--- config.mk ---
export PLATFORM = sky130hd
export DESIGN_NAME = ws2812_chain_tx_flat
export DESIGN_NICKNAME = d
export VERILOG_FILES = /design/src/rtl/ws2812_chain_tx_if.sv /design/src/rtl/ws2812_chain_tx.sv /design/src/flat_wrapper.sv
export SDC_FILE = /design/constraint.sdc
export NUM_CORES = 1
export LEC_CHECK = 0
export ABC_CLOCK_PERIOD_IN_PS = 2700
export BUFFER_PORTS_ARGS = -buffer_cell sky130_fd_sc_hd__buf_2
export CORE_ASPECT_RATIO = 1.2
export CORE_MARGIN = 10
export CORE_UTILIZATION = 29
export DETAILED_ROUTE_END_ITERATION = 6
export GPL_TIMING_DRIVEN = 0
export PLACE_DENSITY = 0.43
export SYNTH_ARGS = -nofsm -noshare
export SYNTH_HDL_FRONTEND = slang
export SYNTH_SLANG_ARGS = --single-unit
--- constraint.sdc ---
create_clock -name clk -period 2.7 [get_ports clk]
set_clock_uncertainty 0.1 [all_clocks]
set_input_delay 0.54 -clock clk [delete_from_list [all_inputs] [get_ports clk]]
set_output_delay 0.54 -clock clk [all_outputs]
set_load 0.1 [all_outputs]
--- src/rtl/ws2812_chain_tx_if.sv ---
// rtl/ws2812_chain_tx_if.sv - pixel word stream between pixel source and LED chain transmitter
interface ws2812_chain_tx_if #(
    parameter int BITS_PER_LED = 24
) ();
    logic [BITS_PER_LED-1:0] pix_data;
    logic                    pix_valid;
    logic                    pix_ready;

    // Pixel source side
    modport master (
        output pix_data,
        output pix_valid,
        input  pix_ready
    );

    // Transmitter side
    modport slave (
        input  pix_data,
        input  pix_valid,
        output pix_ready
    );
endinterface

--- src/rtl/ws2812_chain_tx.sv ---
// rtl/ws2812_chain_tx.sv - WS2812-class LED chain frame transmitter with NZR bit coding and latch period
module ws2812_chain_tx #(
    parameter int NUM_LEDS     = 8,
    parameter int BITS_PER_LED = 24,
    parameter int BIT_CYCLES   = 125,
    parameter int T0H_CYCLES   = 40,
    parameter int T1H_CYCLES   = 80,
    parameter int RESET_CYCLES = 28000
) (
    input  logic                   clk,
    input  logic                   reset,
    input  logic                   start,
    ws2812_chain_tx_if.slave       pix,
    output logic                   dout,
    output logic                   busy,
    output logic                   frame_done,
    output logic                   underrun
);

    // One counter serves both the bit period and the latch period.
    localparam int CMAX = (BIT_CYCLES > RESET_CYCLES) ? BIT_CYCLES : RESET_CYCLES;
    localparam int CW   = (CMAX >= 2) ? $clog2(CMAX) : 1;
    localparam int BW   = (BITS_PER_LED >= 2) ? $clog2(BITS_PER_LED) : 1;
    localparam int LW   = (NUM_LEDS >= 2) ? $clog2(NUM_LEDS) : 1;
    localparam int AW   = $clog2(NUM_LEDS + 1);

    localparam logic [CW-1:0] BIT_LAST   = CW'(BIT_CYCLES - 1);
    localparam logic [CW-1:0] RST_LAST   = CW'(RESET_CYCLES - 1);
    localparam logic [CW-1:0] T0H_C      = CW'(T0H_CYCLES);
    localparam logic [CW-1:0] T1H_C      = CW'(T1H_CYCLES);
    localparam logic [BW-1:0] BIT_IDX_LAST = BW'(BITS_PER_LED - 1);
    localparam logic [LW-1:0] LED_LAST   = LW'(NUM_LEDS - 1);
    localparam logic [AW-1:0] ACC_MAX    = AW'(NUM_LEDS);

    typedef enum logic [1:0] {
        S_IDLE  = 2'd0,
        S_LOAD  = 2'd1,
        S_BITS  = 2'd2,
        S_LATCH = 2'd3
    } state_t;

    state_t state;
    state_t state_nxt;

    logic [BITS_PER_LED-1:0] hold;
    logic                    hold_full;
    logic [BITS_PER_LED-1:0] shift;
    logic [CW-1:0]           cyc;
    logic [BW-1:0]           bit_cnt;
    logic [LW-1:0]           led_cnt;
    logic [AW-1:0]           acc;

    // Control strobes produced by the FSM and consumed by the datapath
    logic clear_frame;
    logic load_first;
    logic load_next;
    logic shift_bit;
    logic latch_underrun;
    logic latch_done;
    logic accept;

    logic bit_end;
    logic last_bit;
    logic last_led;

    assign bit_end  = (cyc == BIT_LAST);
    assign last_bit = (bit_cnt == BIT_IDX_LAST);
    assign last_led = (led_cnt == LED_LAST);
    assign accept   = pix.pix_valid && pix.pix_ready;

    // State register
    always_ff @(posedge clk) begin
        if (!reset) begin
            state <= S_IDLE;
        end else begin
            state <= state_nxt;
        end
    end

    // Next-state decode, control strobes and outputs decoded from registered state
    always_comb begin
        state_nxt      = state;
        clear_frame    = 1'b0;
        load_first     = 1'b0;
        load_next      = 1'b0;
        shift_bit      = 1'b0;
        latch_underrun = 1'b0;
        latch_done     = 1'b0;
        dout           = 1'b0;
        busy           = 1'b1;
        pix.pix_ready  = 1'b0;

        case (state)
            S_IDLE: begin
                busy = 1'b0;
                if (start) begin
                    clear_frame = 1'b1;
                    state_nxt   = S_LOAD;
                end
            end

            S_LOAD: begin
                // The first pixel may take arbitrarily long; no underrun here.
                pix.pix_ready = !hold_full && (acc < ACC_MAX);
                if (hold_full) begin
                    load_first = 1'b1;
                    state_nxt  = S_BITS;
                end
            end

            S_BITS: begin
                pix.pix_ready = !hold_full && (acc < ACC_MAX);
                dout = (cyc < (shift[BITS_PER_LED-1] ? T1H_C : T0H_C));
                if (bit_end) begin
                    if (!last_bit) begin
                        shift_bit = 1'b1;
                    end else if (last_led) begin
                        state_nxt = S_LATCH;
                    end else if (hold_full) begin
                        load_next = 1'b1;
                    end else begin
                        // Next pixel missing at the boundary: abandon the rest.
                        latch_underrun = 1'b1;
                        state_nxt      = S_LATCH;
                    end
                end
            end

            S_LATCH: begin
                if (cyc == RST_LAST) begin
                    latch_done = 1'b1;
                    state_nxt  = S_IDLE;
                end
            end

            default: begin
                state_nxt = S_IDLE;
            end
        endcase
    end

    // Bit/latch timing counter: wraps every bit in BITS, counts the latch in LATCH
    always_ff @(posedge clk) begin
        if (!reset) begin
            cyc <= '0;
        end else begin
            case (state)
                S_BITS:  cyc <= bit_end ? '0 : cyc + 1'b1;
                S_LATCH: cyc <= (cyc == RST_LAST) ? '0 : cyc + 1'b1;
                default: cyc <= '0;
            endcase
        end
    end

    // Hold register, shift register and frame counters
    always_ff @(posedge clk) begin
        if (!reset) begin
            hold      <= '0;
            hold_full <= 1'b0;
            shift     <= '0;
            bit_cnt   <= '0;
            led_cnt   <= '0;
            acc       <= '0;
        end else begin
            if (accept) begin
                hold      <= pix.pix_data;
                hold_full <= 1'b1;
                acc       <= acc + 1'b1;
            end

            // Loads only happen with hold_full set, while accept needs it clear,
            // so the two never collide on hold_full.
            if (load_first || load_next) begin
                shift     <= hold;
                hold_full <= 1'b0;
                bit_cnt   <= '0;
            end

            if (load_next) begin
                led_cnt <= led_cnt + 1'b1;
            end

            if (shift_bit) begin
                shift   <= shift << 1;
                bit_cnt <= bit_cnt + 1'b1;
            end

            // Any stale held word is dropped when the frame ends or restarts.
            if (clear_frame || latch_done) begin
                acc       <= '0;
                led_cnt   <= '0;
                hold_full <= 1'b0;
            end
        end
    end

    // Registered single-cycle status pulses
    always_ff @(posedge clk) begin
        if (!reset) begin
            frame_done <= 1'b0;
            underrun   <= 1'b0;
        end else begin
            frame_done <= latch_done;
            underrun   <= latch_underrun;
        end
    end

endmodule

--- src/flat_wrapper.sv ---
// flat-port wrapper written by rule: the top's interface ports become plain ports
module ws2812_chain_tx_flat 
#(
    parameter int NUM_LEDS     = 8,
    parameter int BITS_PER_LED = 24,
    parameter int BIT_CYCLES   = 125,
    parameter int T0H_CYCLES   = 40,
    parameter int T1H_CYCLES   = 80,
    parameter int RESET_CYCLES = 28000
)
  (clk, reset, start, dout, busy, frame_done, underrun, pix_pix_data, pix_pix_valid, pix_pix_ready);
  ws2812_chain_tx_if #(.BITS_PER_LED(BITS_PER_LED)) pix_i ();
  input  logic clk;
  input  logic reset;
  input  logic start;
  output logic dout;
  output logic busy;
  output logic frame_done;
  output logic underrun;
  input wire logic [$bits(pix_i.pix_data)-1:0] pix_pix_data;
  input wire logic [$bits(pix_i.pix_valid)-1:0] pix_pix_valid;
  output wire logic [$bits(pix_i.pix_ready)-1:0] pix_pix_ready;
  assign pix_i.pix_data = pix_pix_data;
  assign pix_i.pix_valid = pix_pix_valid;
  assign pix_pix_ready = pix_i.pix_ready;
  ws2812_chain_tx #(.NUM_LEDS(NUM_LEDS), .BITS_PER_LED(BITS_PER_LED), .BIT_CYCLES(BIT_CYCLES), .T0H_CYCLES(T0H_CYCLES), .T1H_CYCLES(T1H_CYCLES), .RESET_CYCLES(RESET_CYCLES)) u_core (.clk(clk), .reset(reset), .start(start), .pix(pix_i), .dout(dout), .busy(busy), .frame_done(frame_done), .underrun(underrun));
endmodule
==> reports/metrics.cfg <==
[pwr]
p_int_w=0.00213
swShare_pct=31.5
pwr-share-clk_pct=35.7
leakagePower_nw=1.50
power.switching_w=0.000981
p_per_area_mw_per_mm2=744
p_total_w=0.00311
seqPwrFrac_pct=43.8
peakVddDrop_mv=0.269
combinationalPowerShare_pct=20.5

[cts]
cts_tree=built
insertion_delay_ns=0.33
cts.sinks=80
htree_levels=3
cts-buffers-inserted=9
cts_setup_buffers=0
clk_pin_slew_ns=0.06
root_buffer=clkbuf_16
clockBufferDepth=2
hold_buffers=0

[sta]
slew_headroom_pct=54.2
min_period_ns=2.59
finalHoldViolations=0
setup_viol=0
tightest_slew_ns=0.686
tns_ns=0
finalCritPeriodShare_pct=95.8
rsz0062_at_grt=no
hold_ws_ns=0.340
maxSlewViolCount=0
clock.fmax_ghz=0.387

[yosys]
synthTopCellsByArea=dfxtp_1, nand2_1, ha_1
synthCells=426
synth_ff_type=dfxtp_1
ys_types=42
synthArstFlopShare_pct=0
synth_seq_area_share_pct=45.6
synthTopCellsByCount=nand2_1, dfxtp_1, nor2_1
synth-seq-cells=80
syn_avg_cell_area_um2=8.24
yosysWarnings=0
synth-edff-count=0
synth_most_common_cell=nand2_1
syn_nets=468
synth_top_area_share_pct=45.6
yosys.area.top_type=dfxtp_1
syn_area_mm2=0.00351

[critical_path]
r2r_cells=6
r2r_start=u_core.cyc[11]$_SDFF_PN0_
worstPathRequired_ns=2.06
crit_fanout=4
startpoint_type=flip-flop
critPathKind=reg2out
arrival_ns=1.95
r2r-end=u_core.bit_cnt[0]$_SDFFE_PN0P_
cp-end-kind=output port
r2r_setup_slack_ns=0.12
crit_start=u_core.shift[23]$_SDFFE_PN0P_

[route]
wire_per_inst_um=13.4
ant_nets=0
vias=2926
via_per_inst=4.64
drt_iter0_drc=107
first_pass_iters=4
wirelength_mm=8.43
drc=0

[floorplan]
core_mm2=0.0117
rows=43
die_y_um=140
fp.dieArea_mm2=0.0169
ios=33
initial_utilization_pct=29.9
die-width_um=120

[final_layout]
nFillCells=1319
nNetsFinal=510
drive_gt1_share_pct=15.2
syn_to_final_growth_pct=19.2
finalNonFillerCells=630
n_antenna_cell=0

[job]
cap_violations=0

[hold_path]
holdPathEnd=u_core.hold[19]$_SDFFE_PN0P_
min_path_cells=3
hp-class=in2reg
hold_start=pix_pix_data[19]

[placed_design]
routabilityCongestion=0.773
portBuffers=32
dp.cells=615
dp_hpwl_mm=6.28

[global_routing]
grt_max_degree=13
antenna_found_initial=0
grt_pass1_vias=3084
grt_usage_pct=10.4
grt_pass1_wl_mm=14.5
grt_overflow=0

[status]
status=completed

## stage by stage
stage	cell area, um2	util, %	setup slack (ns)
6_report	4180	35.6	0.114
5_1_grt	4180	35.6	0.00804
4_1_cts	4180	35.6	0.0101
3_5_place_dp	3900	33.2	-0.111
3_3_place_gp	3900	33.2	-0.0816
2_1_floorplan	3540	-	-0.0603
## flip-flops by register name, summed over array words and instances, names as in the netlist
name and cells:
u_core.underrun 1, u_core.hold 24, u_core.shift 24, u_core.state 2, u_core.frame_done 1, u_core.led_cnt 3, u_core.bit_cnt 5, u_core.cyc 15
u_core.acc 4, u_core.hold_full 1
## power groups by stage
stage / clock network [W] / registers, W / logic, W
2_1_floorplan: 0 / 0.00137 / 0.000496
3_3_place_gp: 0 / 0.00139 / 0.000649
3_5_place_dp: 0 / 0.00139 / 0.000653
4_1_cts: 0.00115 / 0.00136 / 0.000660
5_1_grt: 0.00120 / 0.00138 / 0.000725
6_report: 0.00111 / 0.00136 / 0.000639
## how the worst max path moves through the flow
stage | end | cells after the start
floorplan | dout | 6
global placement | u_core.shift[15]$_SDFFE_PN0P_ | 6
detailed placement | u_core.shift[20]$_SDFFE_PN0P_ | 6
CTS | u_core.shift[20]$_SDFFE_PN0P_ | 6
global route | u_core.shift[18]$_SDFFE_PN0P_ | 6
finish | dout | 7
## worst max-delay path: stages (launching register included)
cell and delay (ns):
dfxtp_2 0.35, inv_1 0.06, ha_1 0.27, o21a_1 0.10, o21ai_1 0.11, nand2b_1 0.11, a2111oi_4 0.33, buf_6 0.27
## cells in the final DEF (no fill, tap or decap), types with 3 or more instances in the layout
cell type,synthesis,final
nand2_1,110,110
dfxtp_1,80,79
buf_2,2,34
nor2_1,30,30
a21oi_1,27,27
a31oi_1,25,25
o21ai_0,25,24
clkbuf_1,16,17
ha_1,14,14
nand3_1,11,10
inv_1,9,9
clkbuf_16,0,9
buf_6,7,8
xor2_1,8,8
xnor2_1,7,7
nor3_1,5,5
o21a_1,4,4
nand2b_1,4,4
and3_1,4,4
mux2i_1,4,4
nand4_1,3,3
nor4_1,4,3
## routing by layer
metal / wire, um / vias to the layer above / global-route usage, % / part of all wire [%]
li1: - / 1535 / - / -
met3: 183 / 14 / 1.93 / 2.2
met1: 3990 / 1344 / 12.4 / 47
met4: 169 / 0 / 4.77 / 2.0
met2: 4090 / 33 / 17.7 / 49
met5: 0 / - / 0 / 0
## timing repair
action / in CTS / in global routing
setup endpoints to repair: 11 / 11
endpoints found under the hold margin: 0 / 0
gates resized for setup: 3 / 4
## cell families after synthesis
family | after synthesis | share of synthesized area, %
buf+inv | 35 | 5.31
simple gates | 184 | 22.8
flops | 80 | 45.6
compound gates | 94 | 16.4
xor+xnor | 15 | 3.74
fa+ha+maj | 14 | 4.99
mux | 4 | 1.14
## area by class of cell
class	count	area, um2	share of cell area, %
Clock buffer	13	250	5.99
Sequential cell	80	1600	38.3
Tap cell	157	196	4.70
Timing Repair Buffer	32	166	3.98
Inverter	9	33.8	0.808
Buffer	25	151	3.62
Multi-Input combinational cell	311	1760	42.1
Clock inverter	3	17.5	0.419
Power figures use the tool's default switching activity.
